===== src/rtl/mem_req_queue.sv =====
// mem_req_queue: data-memory request unit between EXE and MEM.
// A one-entry hold register feeds a req/addr_ok/data_ok bus. An in-order
// FIFO tracks issued and misaligned requests so that responses return in
// program order. A flush marks every tracked entry as discard.
module mem_req_queue #(
  parameter int DATA_W = 32,
  parameter int ADDR_W = 32,
  parameter int DEPTH  = 2
) (
  input  logic                clk,
  input  logic                resetn,
  input  logic                in_valid,
  output logic                in_ready,
  input  logic [ADDR_W-1:0]   in_addr,
  input  logic [1:0]          in_size,
  input  logic                in_wr,
  input  logic                in_unsigned,
  input  logic [DATA_W-1:0]   in_wdata,
  input  logic                flush,
  output logic                req,
  output logic                req_wr,
  output logic [1:0]          req_size,
  output logic [ADDR_W-1:0]   req_addr,
  output logic [DATA_W/8-1:0] req_wstrb,
  output logic [DATA_W-1:0]   req_wdata,
  input  logic                addr_ok,
  input  logic                data_ok,
  input  logic [DATA_W-1:0]   rdata,
  output logic                rsp_valid,
  output logic                rsp_wr,
  output logic                rsp_ale,
  output logic [DATA_W-1:0]   rsp_rdata
);

  localparam int STRB_W = DATA_W / 8;
  localparam int OFF_W  = $clog2(STRB_W);
  localparam int PTR_W  = $clog2(DEPTH);
  localparam int CNT_W  = PTR_W + 1;

  // What the response path needs to know about each tracked request.
  typedef struct packed {
    logic [OFF_W-1:0] off;
    logic [1:0]       size;
    logic             wr;
    logic             uns;
    logic             ale;
  } ord_t;

  logic              hold_v, hold_wr, hold_uns, hold_ale;
  logic [ADDR_W-1:0] hold_addr;
  logic [1:0]        hold_size;
  logic [DATA_W-1:0] hold_wdata;

  ord_t              ord_q [DEPTH];
  logic [DEPTH-1:0]  disc_q;
  logic [PTR_W-1:0]  rd_ptr, wr_ptr;
  logic [CNT_W-1:0]  count;

  logic              in_ale, not_full, issue, hold_drain, accept, push, pop;
  ord_t              head;
  logic              head_disc, rsp_fire;
  logic [STRB_W-1:0] strb_base;
  logic [DATA_W-1:0] wdata_rep, shifted, mask, load_ext;
  logic              sign;

  assign not_full   = count < CNT_W'(DEPTH);
  assign req        = hold_v & ~hold_ale & not_full;
  assign issue      = req & addr_ok;
  assign hold_drain = issue | (hold_v & hold_ale & not_full);
  assign in_ready   = ~flush & (~hold_v | hold_drain);
  assign accept     = in_valid & in_ready;
  // During a flush only an entry the memory has just taken must be tracked.
  assign push       = flush ? issue : hold_drain;
  assign head       = ord_q[rd_ptr];
  assign head_disc  = disc_q[rd_ptr];
  // A misaligned head never sees data_ok, so it retires as soon as it is head.
  assign pop        = (count != '0) & (head.ale | data_ok);
  assign rsp_fire   = pop & ~head_disc & ~flush;

  assign req_wr     = hold_wr;
  assign req_size   = hold_size;
  assign req_addr   = hold_addr;
  assign req_wdata  = wdata_rep;

  // Flag misaligned requests as they are accepted.
  always_comb begin
    // NOTE: default first so every path assigns the signal and no latch is inferred.
    in_ale = 1'b0;
    case (in_size)
      2'd1:    in_ale = in_addr[0];
      2'd2:    in_ale = |in_addr[1:0];
      2'd3:    in_ale = (DATA_W == 32) | (|in_addr[2:0]);
      default: in_ale = 1'b0;
    endcase
  end

  // Byte strobes and replicated store data for the held request.
  always_comb begin
    strb_base = '1;
    wdata_rep = hold_wdata;
    case (hold_size)
      2'd0: begin
        strb_base = STRB_W'(1);
        wdata_rep = {STRB_W{hold_wdata[7:0]}};
      end
      2'd1: begin
        strb_base = STRB_W'(3);
        wdata_rep = {(DATA_W/16){hold_wdata[15:0]}};
      end
      2'd2: begin
        strb_base = STRB_W'(4'hF);
        wdata_rep = {(DATA_W/32){hold_wdata[31:0]}};
      end
      default: ;
    endcase
    req_wstrb = hold_wr ? (strb_base << hold_addr[OFF_W-1:0]) : '0;
  end

  // Align the head's read data and extend it to the bus width.
  always_comb begin
    shifted = rdata >> {head.off, 3'b000};
    mask    = '1;
    sign    = 1'b0;
    case (head.size)
      2'd0: begin
        mask = DATA_W'(8'hFF);
        sign = shifted[7];
      end
      2'd1: begin
        mask = DATA_W'(16'hFFFF);
        sign = shifted[15];
      end
      2'd2: begin
        mask = DATA_W'(32'hFFFF_FFFF);
        sign = shifted[31];
      end
      default: ;
    endcase
    load_ext = (shifted & mask) | ({DATA_W{sign & ~head.uns}} & ~mask);
  end

  // Hold register: capture an accepted request and release it on drain or flush.
  always_ff @(posedge clk or negedge resetn) begin
    // NOTE: non-blocking assignments in clocked blocks so every register samples pre-edge values.
    if (!resetn) begin
      hold_v     <= 1'b0;
      hold_wr    <= 1'b0;
      hold_uns   <= 1'b0;
      hold_ale   <= 1'b0;
      hold_addr  <= '0;
      hold_size  <= '0;
      hold_wdata <= '0;
    end else if (flush) begin
      hold_v <= 1'b0;
    end else if (accept) begin
      hold_v     <= 1'b1;
      hold_wr    <= in_wr;
      hold_uns   <= in_unsigned;
      hold_ale   <= in_ale;
      hold_addr  <= in_addr;
      hold_size  <= in_size;
      hold_wdata <= in_wdata;
    end else if (hold_drain) begin
      hold_v <= 1'b0;
    end
  end

  // Order FIFO control: pointers, occupancy and per-entry discard flags.
  always_ff @(posedge clk or negedge resetn) begin
    if (!resetn) begin
      rd_ptr <= '0;
      wr_ptr <= '0;
      count  <= '0;
      disc_q <= '0;
    end else begin
      if (push) wr_ptr <= wr_ptr + PTR_W'(1);
      if (pop)  rd_ptr <= rd_ptr + PTR_W'(1);
      count <= count + CNT_W'(push) - CNT_W'(pop);
      if (flush) disc_q <= '1;
      if (push)  disc_q[wr_ptr] <= flush;
    end
  end

  // Order FIFO payload, written on every push.
  always_ff @(posedge clk) begin
    // NOTE: payload storage is not reset; count and pointers gate every read of it.
    if (push) begin
      ord_q[wr_ptr] <= '{off:  hold_addr[OFF_W-1:0],
                         size: hold_size,
                         wr:   hold_wr,
                         uns:  hold_uns,
                         ale:  hold_ale};
    end
  end

  // Registered response: one-cycle pulse, payload held between responses.
  always_ff @(posedge clk or negedge resetn) begin
    if (!resetn) begin
      rsp_valid <= 1'b0;
      rsp_wr    <= 1'b0;
      rsp_ale   <= 1'b0;
      rsp_rdata <= '0;
    end else begin
      rsp_valid <= rsp_fire;
      if (rsp_fire) begin
        rsp_wr    <= head.wr;
        rsp_ale   <= head.ale;
        rsp_rdata <= (head.wr | head.ale) ? '0 : load_ext;
      end
    end
  end

endmodule


===== config.mk =====
export PLATFORM = sky130hd
export DESIGN_NAME = mem_req_queue
export DESIGN_NICKNAME = d
export VERILOG_FILES = /design/src/rtl/mem_req_queue.sv
export SDC_FILE = /design/constraint.sdc
export NUM_CORES = 1
export LEC_CHECK = 0
export ABC_CLOCK_PERIOD_IN_PS = 5400
export BUFFER_PORTS_ARGS = -buffer_cell sky130_fd_sc_hd__buf_4
export CORE_MARGIN = 2
export CORE_UTILIZATION = 35
export DETAILED_ROUTE_END_ITERATION = 6
export SLEW_MARGIN = 10
export SYNTH_ARGS = -nofsm -noshare
export SYNTH_HDL_FRONTEND = slang
export SYNTH_SLANG_ARGS = --single-unit

===== constraint.sdc =====
create_clock -name clk -period 5.4 [get_ports clk]
set_clock_uncertainty 0.05 [all_clocks]
set_input_delay 1.62 -clock clk [delete_from_list [all_inputs] [get_ports clk]]
set_output_delay 1.62 -clock clk [all_outputs]
set_load 0.02 [all_outputs]

# Yosys cells after proc, flatten, opt, wreduce, memory -nomap -nowiden
# Memory sizes are Yosys's and may differ from the RTL's.
# Index checks and enable logic that the tools add are counted.
[op_classes]
n_addsub = 4
magnitude_cmp = 4
n_eq_ne = 6
shifts = 2
mux = 20
bitwise = 24
reduce_logical = 7
[ops]
columns = ["cell", "n"]
rows = [
  ["one-hot mux 32 bit (2 select lines)", 2],
  ["AND 32 bit", 2],
  ["2-to-1 mux 32 bit", 1],
  ["NOT 32 bit", 1],
  ["bitwise OR 32 bit", 1],
  [">> shifter 32 x 5 -> 32 bit", 1],
  ["AND 1 bit", 11],
  ["2-to-1 mux 1 bit", 9],
  ["one-hot mux 4 bit (2 select lines)", 1],
  ["== test 2 x 1 -> 1 bit (second input constant)", 3],
  ["== test 2 bit (second input constant)", 3],
  ["one-hot mux 1 bit (3 select lines)", 2],
  ["NOT 1 bit", 5],
  ["logical NOT 2 bit", 2],
  ["less-than comparator 1 x 2 -> 1 bit (second input constant)", 2],
  ["2-to-1 mux 2 bit", 2],
  ["2-to-1 mux 4 bit", 1],
  ["bitwise OR 1 bit", 4],
  ["left shift 4 x 2 -> 4 bit", 1],
  ["nonzero test 3 bit", 1],
  ["adder 1 bit (second input constant)", 2],
  ["adder 2 x 1 -> 2 bit", 1],
  ["bitwise mux 2 bit", 1],
  ["less-than comparator 2 bit (second input constant)", 1],
  ["other kinds (7)", 7],
]
[word_totals]
ff_bits = 111
ramBits = 14
in_bits = 106
n_memories = 1
[mem_list]
columns = ["memory", "words", "width", "read_ports", "rd_clocked_by_memory_dff", "wr", "line", "source"]
rows = [
  ["ord_q", 2, 7, 1, 0, 1, "54", "ord_t ord_q [DEPTH];"],
]

# Logic depth before layout (Yosys ltp)
# Gate-level depths: netlist (run 1).
[logic_depth]
word_depth = 10
ltp_mapped = 9
depth_no_buf = 9

# Worst setup path after synthesis (run 1)
# OpenSTA, ideal clock, no wires.
[synth_timing]
path_type = "input to output"
start = "in addr_ok"
end = "out in_ready"
arrival_ns = 2.077
path_slack_ns = 1.653
cell_stages = 2
n_path_buf = 0
path_cell_list = "o21bai_1 -> a21oi_1"
[synth_via]
elab_chain_cells = 4
[synth_rtl]
columns = ["element", "line", "source"]
rows = [
  ["from (decl)", "26", "input logic addr_ok,"],
  ["AND 1 bit", "68", "assign issue = req & addr_ok;"],
  ["bitwise OR 1 bit", "69", "assign hold_drain = issue | (hold_v & hold_ale & not_full);"],
  ["bitwise OR 1 bit", "70", "assign in_ready = ~flush & (~hold_v | hold_drain);"],
  ["AND 1 bit", "70", ""],
  ["to (decl)", "13", "output logic in_ready,"],
]
# Every way passes these cells.

# Worst setup path after layout (run 1)
[layout_timing]
start = "reg hold_size[0], in the netlist req_size[0]"
end = "out req_wdata[8]"
[layout_via]
elab_chain_cells = 2
[layout_rtl]
columns = ["element", "line", "source"]
rows = [
  ["from (decl)", "51", "logic [1:0] hold_size;"],
  ["from (signal assigned)", "161", "hold_size <= in_size;"],
  ["== test 2 x 1 -> 1 bit or logical NOT 2 bit (tied branches)", "101", "case (hold_size)"],
  ["one-hot mux 32 bit (2 select lines) *", "101", ""],
  ["to (decl)", "25", "output logic [DATA_W-1:0] req_wdata,"],
]
# Mark *: on every way between the ends. The rest lies on a longest branch, timed or not.

==> flow_summary_export.csv, run 1 <==
group,metric,value,unit
status,outcome,"completed",
setup_path,crit_path_end_kind,"primary output",
finish,fill_cells,1485,
place,finalWeightedCongestion,0.850,
route,wire_per_inst,18.0,um
logic_synthesis,async_flop_share,88.8,%
run,cap_viol_max_count,0,
place,post_dp_cell_area,7640,um^2
setup_path,r2r_end,"rsp_rdata[31]",
logic_synthesis,avgSynthCellArea,13.3,um^2
place,dpl.hpwl,11.5,mm
route,firstDrtPassIters,4,
logic_synthesis,synth.distinct_cells,49,
route,antenna_left,0,
clock_tree,clock_sinks,125,
logic_synthesis,synth_ff_type,"dfrtp_1",
die,die-area,17900,um^2
finish,fin_area,8210,um^2
logic_synthesis,synthCells,442,
logic_synthesis,yosys-top-cells-count,"111 x dfrtp_1, 86 x mux2_2, 27 x mux2i_1",
timing,rsz0062_at_grt,"false",
setup_path,rr_startpoint,"rd_ptr",
logic_synthesis,syn-num-nets,550,
setup_path,crit_end,"req_wdata[8]",
setup_path,crit_arrival,2.32,ns
setup_path,criticalPathCategory,"flop to primary output",
clock_tree,clk_latency,0.41,ns
power_and_ir_drop,ir_drop,0.000247,V
setup_path,critical_path.startpoint,"req_size[0]",
finish,antenna_cells,0,
power_and_ir_drop,powerDensity,489,nW/um^2
die,die_x,134,um
route,via_per_inst,5.04,
setup_path,worst-r2r-cell-count,5,
route,drt_wl_total,15.9,mm
clock_tree,cts_hold_buf,0,
power_and_ir_drop,power_frac_clock,27.3,%
finish,fin_util,49.7,%
timing,hold_violations,0,
setup_path,cp.required,3.73,ns
logic_synthesis,yosysTopAreaCell,"dfrtp_1",
finish,area_growth,39.2,%
worst_hold_path,hold_path.class,"flop to flop",
global_routing,grt_pass1_vias,4699,
route,drc_errors,0,
power_and_ir_drop,p_sw_share,34.9,%
route,vias,4429,
global_routing,antenna_found_initial,0,
global_routing,grt_pass1_wl,25.2,mm
timing,tightest_slew,1.07,ns
logic_synthesis,synth_edf_count,14,
route,drt-initial-drc-count,193,
power_and_ir_drop,leakagePower,0.00377,uW
die,io_pins,214,
clock_tree,cts_tree,"done",
place,io_buffers,213,
logic_synthesis,synth.area.top_cells,"dfrtp_1 47%, mux2_2 16%, edfxtp_1 7.1%",
clock_tree,post_cts_buffers,0,
timing,fmax,0.251,GHz
logic_synthesis,yosysMostFrequentCell,"dfrtp_1",
timing,min_period,3.99,ns
global_routing,overflow,0,
die,rows,47,
power_and_ir_drop,intPower,2610,uW
clock_tree,clockBufferDepth,2,
clock_tree,path_clk_slew,0.05,ns
finish,nets,754,
clock_tree,cts_root_buf,"clkbuf_16",
die,initial_core_util,35.7,%
logic_synthesis,synth_top_area_share,47.1,%
logic_synthesis,yosysWarnings,0,
logic_synthesis,ys_ff_latch,125,
global_routing,track_usage,18.2,%
die,core_area,16500,um^2
timing,finalSetupViolCount,0,
clock_tree,ctsResizeCount,0,
setup_path,rrSetupSlack,2.03,ns
setup_path,crit_path_start_kind,"flop",
clock_tree,cts_inserted_buffers,17,
timing,period_share,73.9,%
logic_synthesis,netlist_area,5900,um^2
clock_tree,h-tree-depth,4,
power_and_ir_drop,power_switching,1400,uW
timing,relSlewSlack,27.0,%
power_and_ir_drop,p_comb_share,37.8,%
logic_synthesis,ys_seq_area_share,54.2,%
die,die_h,134,um
power_and_ir_drop,power_frac_seq,34.8,%
finish,drive_gt1_share,53.4,%
setup_path,critPathMaxFanout,16,
timing,setup_tns,0,ns
global_routing,grt_start_max_net_pins,71,
timing,slew_viol_final,0,
-- critical path, stage by stage, from the launching register on --
cell	delay [ns]
dfrtp_1	0.64
nor2_1	0.68
mux2_2	0.43
buf_4	0.16
-- power by group through the flow --
stage | logic (uW) | clock network, uW | registers, uW
after global placement | 1510 | 0 | 1400
final | 1520 | 1100 | 1400
after CTS | 1530 | 1120 | 1400
after detailed placement | 1530 | 0 | 1410
after global routing | 1620 | 1160 | 1430
after floorplan | 849 | 0 | 1490
-- through the flow --
stage	setup slack, ns	power [uW]	cells	hold slack [ns]
2_1_floorplan	1.65	2340	442	0.388
3_3_place_gp	1.58	2910	847	0.407
3_5_place_dp	1.58	2940	847	0.406
4_1_cts	1.34	4050	879	0.419
5_1_grt	1.24	4220	879	0.438
6_report	1.41	4010	879	0.422
-- worst min-delay path by stage --
stage | startpoint | to | slack (ns) | cells past startpoint
after floorplan | hold_uns | ord_q[0][1] | 0.39 | 0
after global placement | hold_uns | ord_q[0][1] | 0.41 | 0
after detailed placement | hold_uns | ord_q[1][1] | 0.41 | 0
after CTS | hold_uns | ord_q[1][1] | 0.42 | 0
after global routing | hold_uns | ord_q[1][1] | 0.44 | 0
final | hold_uns | ord_q[1][1] | 0.42 | 0
-- cell usage in the layout (no fill, tap or decap), types with 2 or more instances in the layout --
cell type,netlist,final
a21oi_1,10,10
a22o_1,24,24
a22oi_1,8,8
buf_4,9,216
clkbuf_1,7,2
clkbuf_16,0,18
clkbuf_8,0,2
clkinv_2,0,5
clkinv_4,0,2
clkinvlp_4,0,2
dfrtp_1,111,111
edfxtp_1,14,14
ha_1,2,2
inv_1,11,11
mux2_2,86,86
mux2i_1,27,27
mux4_2,6,6
nand2_1,22,22
nand2b_1,2,2
nor2_1,10,10
nor3_1,2,2
nor3b_1,3,3
o21a_1,4,4
o21ai_0,20,20
o21ai_1,9,9
o22ai_1,9,9
o32a_1,2,2
xnor2_1,3,3
-- sequential cells by signal (all words and copies together), names as in the netlist, 2 cells and up --
signal      flops
req_addr       32
count           2
rsp_rdata      32
hold_wdata     32
req_size        2
ord_q          14
disc_q          2
-- layout make-up --
type                       instances  area [um^2]  share of cell area [%]
tap                              220          275                    3.35
timing repair buffer             217         1640                    20.0
clock inverter                    10         87.6                    1.07
clock buffer                      22          485                    5.91
inverter                          11         41.3                   0.503
multi-input combinational        274         2480                    30.2
sequential                       125         3200                    39.0
-- kinds of logic after synthesis --
group	after synthesis	synth area share [%]
buffers and inverters	43	3.92
DFF	125	54.2
adders and majority gates	2	0.424
muxes	122	24.2
xor gates and xnor gates	3	0.445
AOI/OAI and AO/OA	102	13.3
and+or+nand+nor	45	3.54
-- routing by layer --
metal / routed length, um / GRT usage [%]
met1: 6770 / 22.9
met2: 7010 / 27.4
met3: 1700 / 7.86
met4: 376 / 7.62
met5: 0 / 0
Power figures use the tool's default switching activity.
==> run 2: changes to the inputs <==
--- a/config.mk
+++ b/config.mk
@@ -5,7 +5,7 @@
 export SDC_FILE = /design/constraint.sdc
 export NUM_CORES = 1
 export LEC_CHECK = 0
-export ABC_CLOCK_PERIOD_IN_PS = 5400
+export ABC_CLOCK_PERIOD_IN_PS = 4100
 export BUFFER_PORTS_ARGS = -buffer_cell sky130_fd_sc_hd__buf_4
 export CORE_MARGIN = 2
 export CORE_UTILIZATION = 35
==> constraint.sdc (replaced) <==
create_clock -name clk -period 4.1 [get_ports clk]
set_clock_uncertainty 0.05 [all_clocks]
set_input_delay 1.23 -clock clk [delete_from_list [all_inputs] [get_ports clk]]
set_output_delay 1.23 -clock clk [all_outputs]
set_load 0.02 [all_outputs]
==> run 2 against run 1 <==
  * Sequential share of layout area shrank 0.36 points
  * Largest cell class unchanged
  * Final cell count grew 0.46%
  * Critical path type unchanged
  * Flip-flop and latch count is the same
  * Via count shrank 0.16%
  * Clock power grew 40%
  * Cell area grew 0.95%
  * Combinational power grew 36%
  * Total power grew 34%
  * Non-clock buffer count grew 4
==> flow_summary_export.csv, run 2 (synthesized netlist as in run 1, its figures left out) <==
group,metric,value,unit
timing,finalSetupViolCount,0,
setup_path,cpLargestDelayFamily,"simple AND/OR/NAND/NOR gates",
setup_path,critical_path.startpoint,"req_size[0]",
timing,relSlewSlack,48.8,%
power_and_ir_drop,leakagePower,0.00381,uW
setup_path,max_stage_delay,0.60,ns
timing,fin_ws,0.845,ns
clock_tree,cts_hold_buf,0,
power_and_ir_drop,ir_drop,0.000301,V
clock_tree,clk_latency,0.41,ns
clock_tree,h-tree-depth,4,
die,initial_core_util,35.7,%
clock_tree,clock_sinks,125,
route,drc_errors,0,
clock_tree,path_clk_slew,0.06,ns
timing,fmax,0.307,GHz
finish,final_common_cell,"buf_4",
timing,setup_tns,0,ns
global_routing,antenna_found_initial,0,
timing,tightest_slew,0.765,ns
timing,hold_violations,0,
global_routing,overflow,0,
global_routing,grt_pass1_wl,25.6,mm
clock_tree,ctsResizeCount,0,
setup_path,crit_path_end_kind,"primary output",
status,outcome,"completed",
die,io_pins,214,
worst_hold_path,min_from,"rsp_rdata[29]",
finish,drive_gt1_share,53.8,%
setup_path,rr_startpoint,"rd_ptr",
place,finalWeightedCongestion,0.810,
setup_path,criticalPathCategory,"flop to primary output",
finish,instances_no_fill,883,
setup_path,crit_path_start_kind,"flop",
setup_path,critPathSlowestCell,"nor2_1",
route,vias,4422,
finish,final_cell_mix,"219 x buf_4, 111 x dfrtp_1, 86 x mux2_2, 27 x mux2i_1, 24 x a22o_1",
finish,nets,758,
timing,rsz0062_at_grt,"false",
place,dpl.hpwl,11.3,mm
timing,slew_viol_final,0,
clock_tree,cts_root_buf,"clkbuf_16",
place,dp_cells,851,
global_routing,grt_start_max_net_pins,111,
die,core_area,16500,um^2
finish,antenna_cells,0,
timing,min_period,3.25,ns
clock_tree,clockBufferDepth,2,
setup_path,worst-path-buf-inv,1,
route,drt-initial-drc-count,130,
global_routing,grt_pass1_vias,4677,
setup_path,cp_cell_sequence,"nor2_1, mux2_2, buf_4",
route,drt_wl_total,15.6,mm
route,wire_per_inst,17.7,um
die,die_x,134,um
route,antenna_left,0,
clock_tree,cts_tree,"done",
route,via_per_inst,5.01,
die,die_h,134,um
power_and_ir_drop,powerDensity,650,nW/um^2
clock_tree,cts_inserted_buffers,17,
worst_hold_path,hold_path.class,"flop to flop",
setup_path,critPathMaxFanout,8,
place,io_buffers,213,
clock_tree,post_cts_buffers,0,
finish,area_growth,40.5,%
die,die-area,17900,um^2
route,firstDrtPassIters,4,
global_routing,track_usage,18.4,%
run,cap_viol_max_count,0,
place,place_ws,1.02,ns
timing,period_share,79.4,%
die,rows,47,
setup_path,cp.required,2.82,ns
setup_path,crit_arrival,1.97,ns
==> run 2: cell count changes in the layout (fill, tap and decap cells not counted), sizes merged <==
cell,change
buf,+4
bufinv,+2
clkbuf,-3
clkinvlp,-1
inv,+2
==> run 2: routing by layer <==
metal	wire (um)	part of all wire [%]	global-route usage [%]	vias up
met4	236	1.5	6.97	0
met5	0	0	0	-
met3	1400	8.9	7.07	16
met2	7250	46	28.5	176
met1	6740	43	23.3	2166
li1	-	-	-	2064
==> run 2: final cells by class <==
| type | count | area (um^2) |
|---|---|---|
| tap | 220 | 275 |
| inverter | 11 | 41.3 |
| clock buffer | 19 | 443 |
| multi-input combinational | 274 | 2480 |
| sequential | 125 | 3200 |
| clock inverter | 13 | 165 |
| timing repair buffer | 221 | 1680 |
| fill | 1491 | 8240 |
==> run 2: per-stage QoR <==
stage	cell area (um^2)	total power [uW]	hold WS [ns]	util (%)
after detailed placement	7680	3880	0.427	46.5
final	8290	5380	0.440	50.1
after global placement	7680	3840	0.410	46.5
after CTS	8290	5440	0.440	50.1
after global routing	8290	5700	0.458	50.1
after floorplan	5900	3080	0.388	-
==> run 2: path summary, 6_finish.rpt <==
path                            slack (ns)  depth (start not counted)        endpoint
max in group asynchronous             2.63                          2  hold_wdata[14]
worst min register to register        0.44                          2   rsp_rdata[29]
worst max-delay path                  0.85                          3   req_wdata[13]
worst max register to register        1.59                          7   rsp_rdata[24]
min in group asynchronous             0.55                          1       rsp_valid
worst min-delay path                  0.44                          2   rsp_rdata[29]
==> run 2: report_power, final <==
part	total, uW	internal [uW]	switching, uW
sequential	1780	1560	219
combinational	2060	990	1070
clock	1540	976	565
==> run 2: worst reg2reg max path, stage by stage (launching register included) <==
cell	delay [ns]
dfrtp_1	0.32
buf_4	0.27
mux2i_4	0.33
buf_4	0.38
mux2i_1	0.26
mux2i_2	0.13
o21ai_1	0.50
o21ai_1	0.14
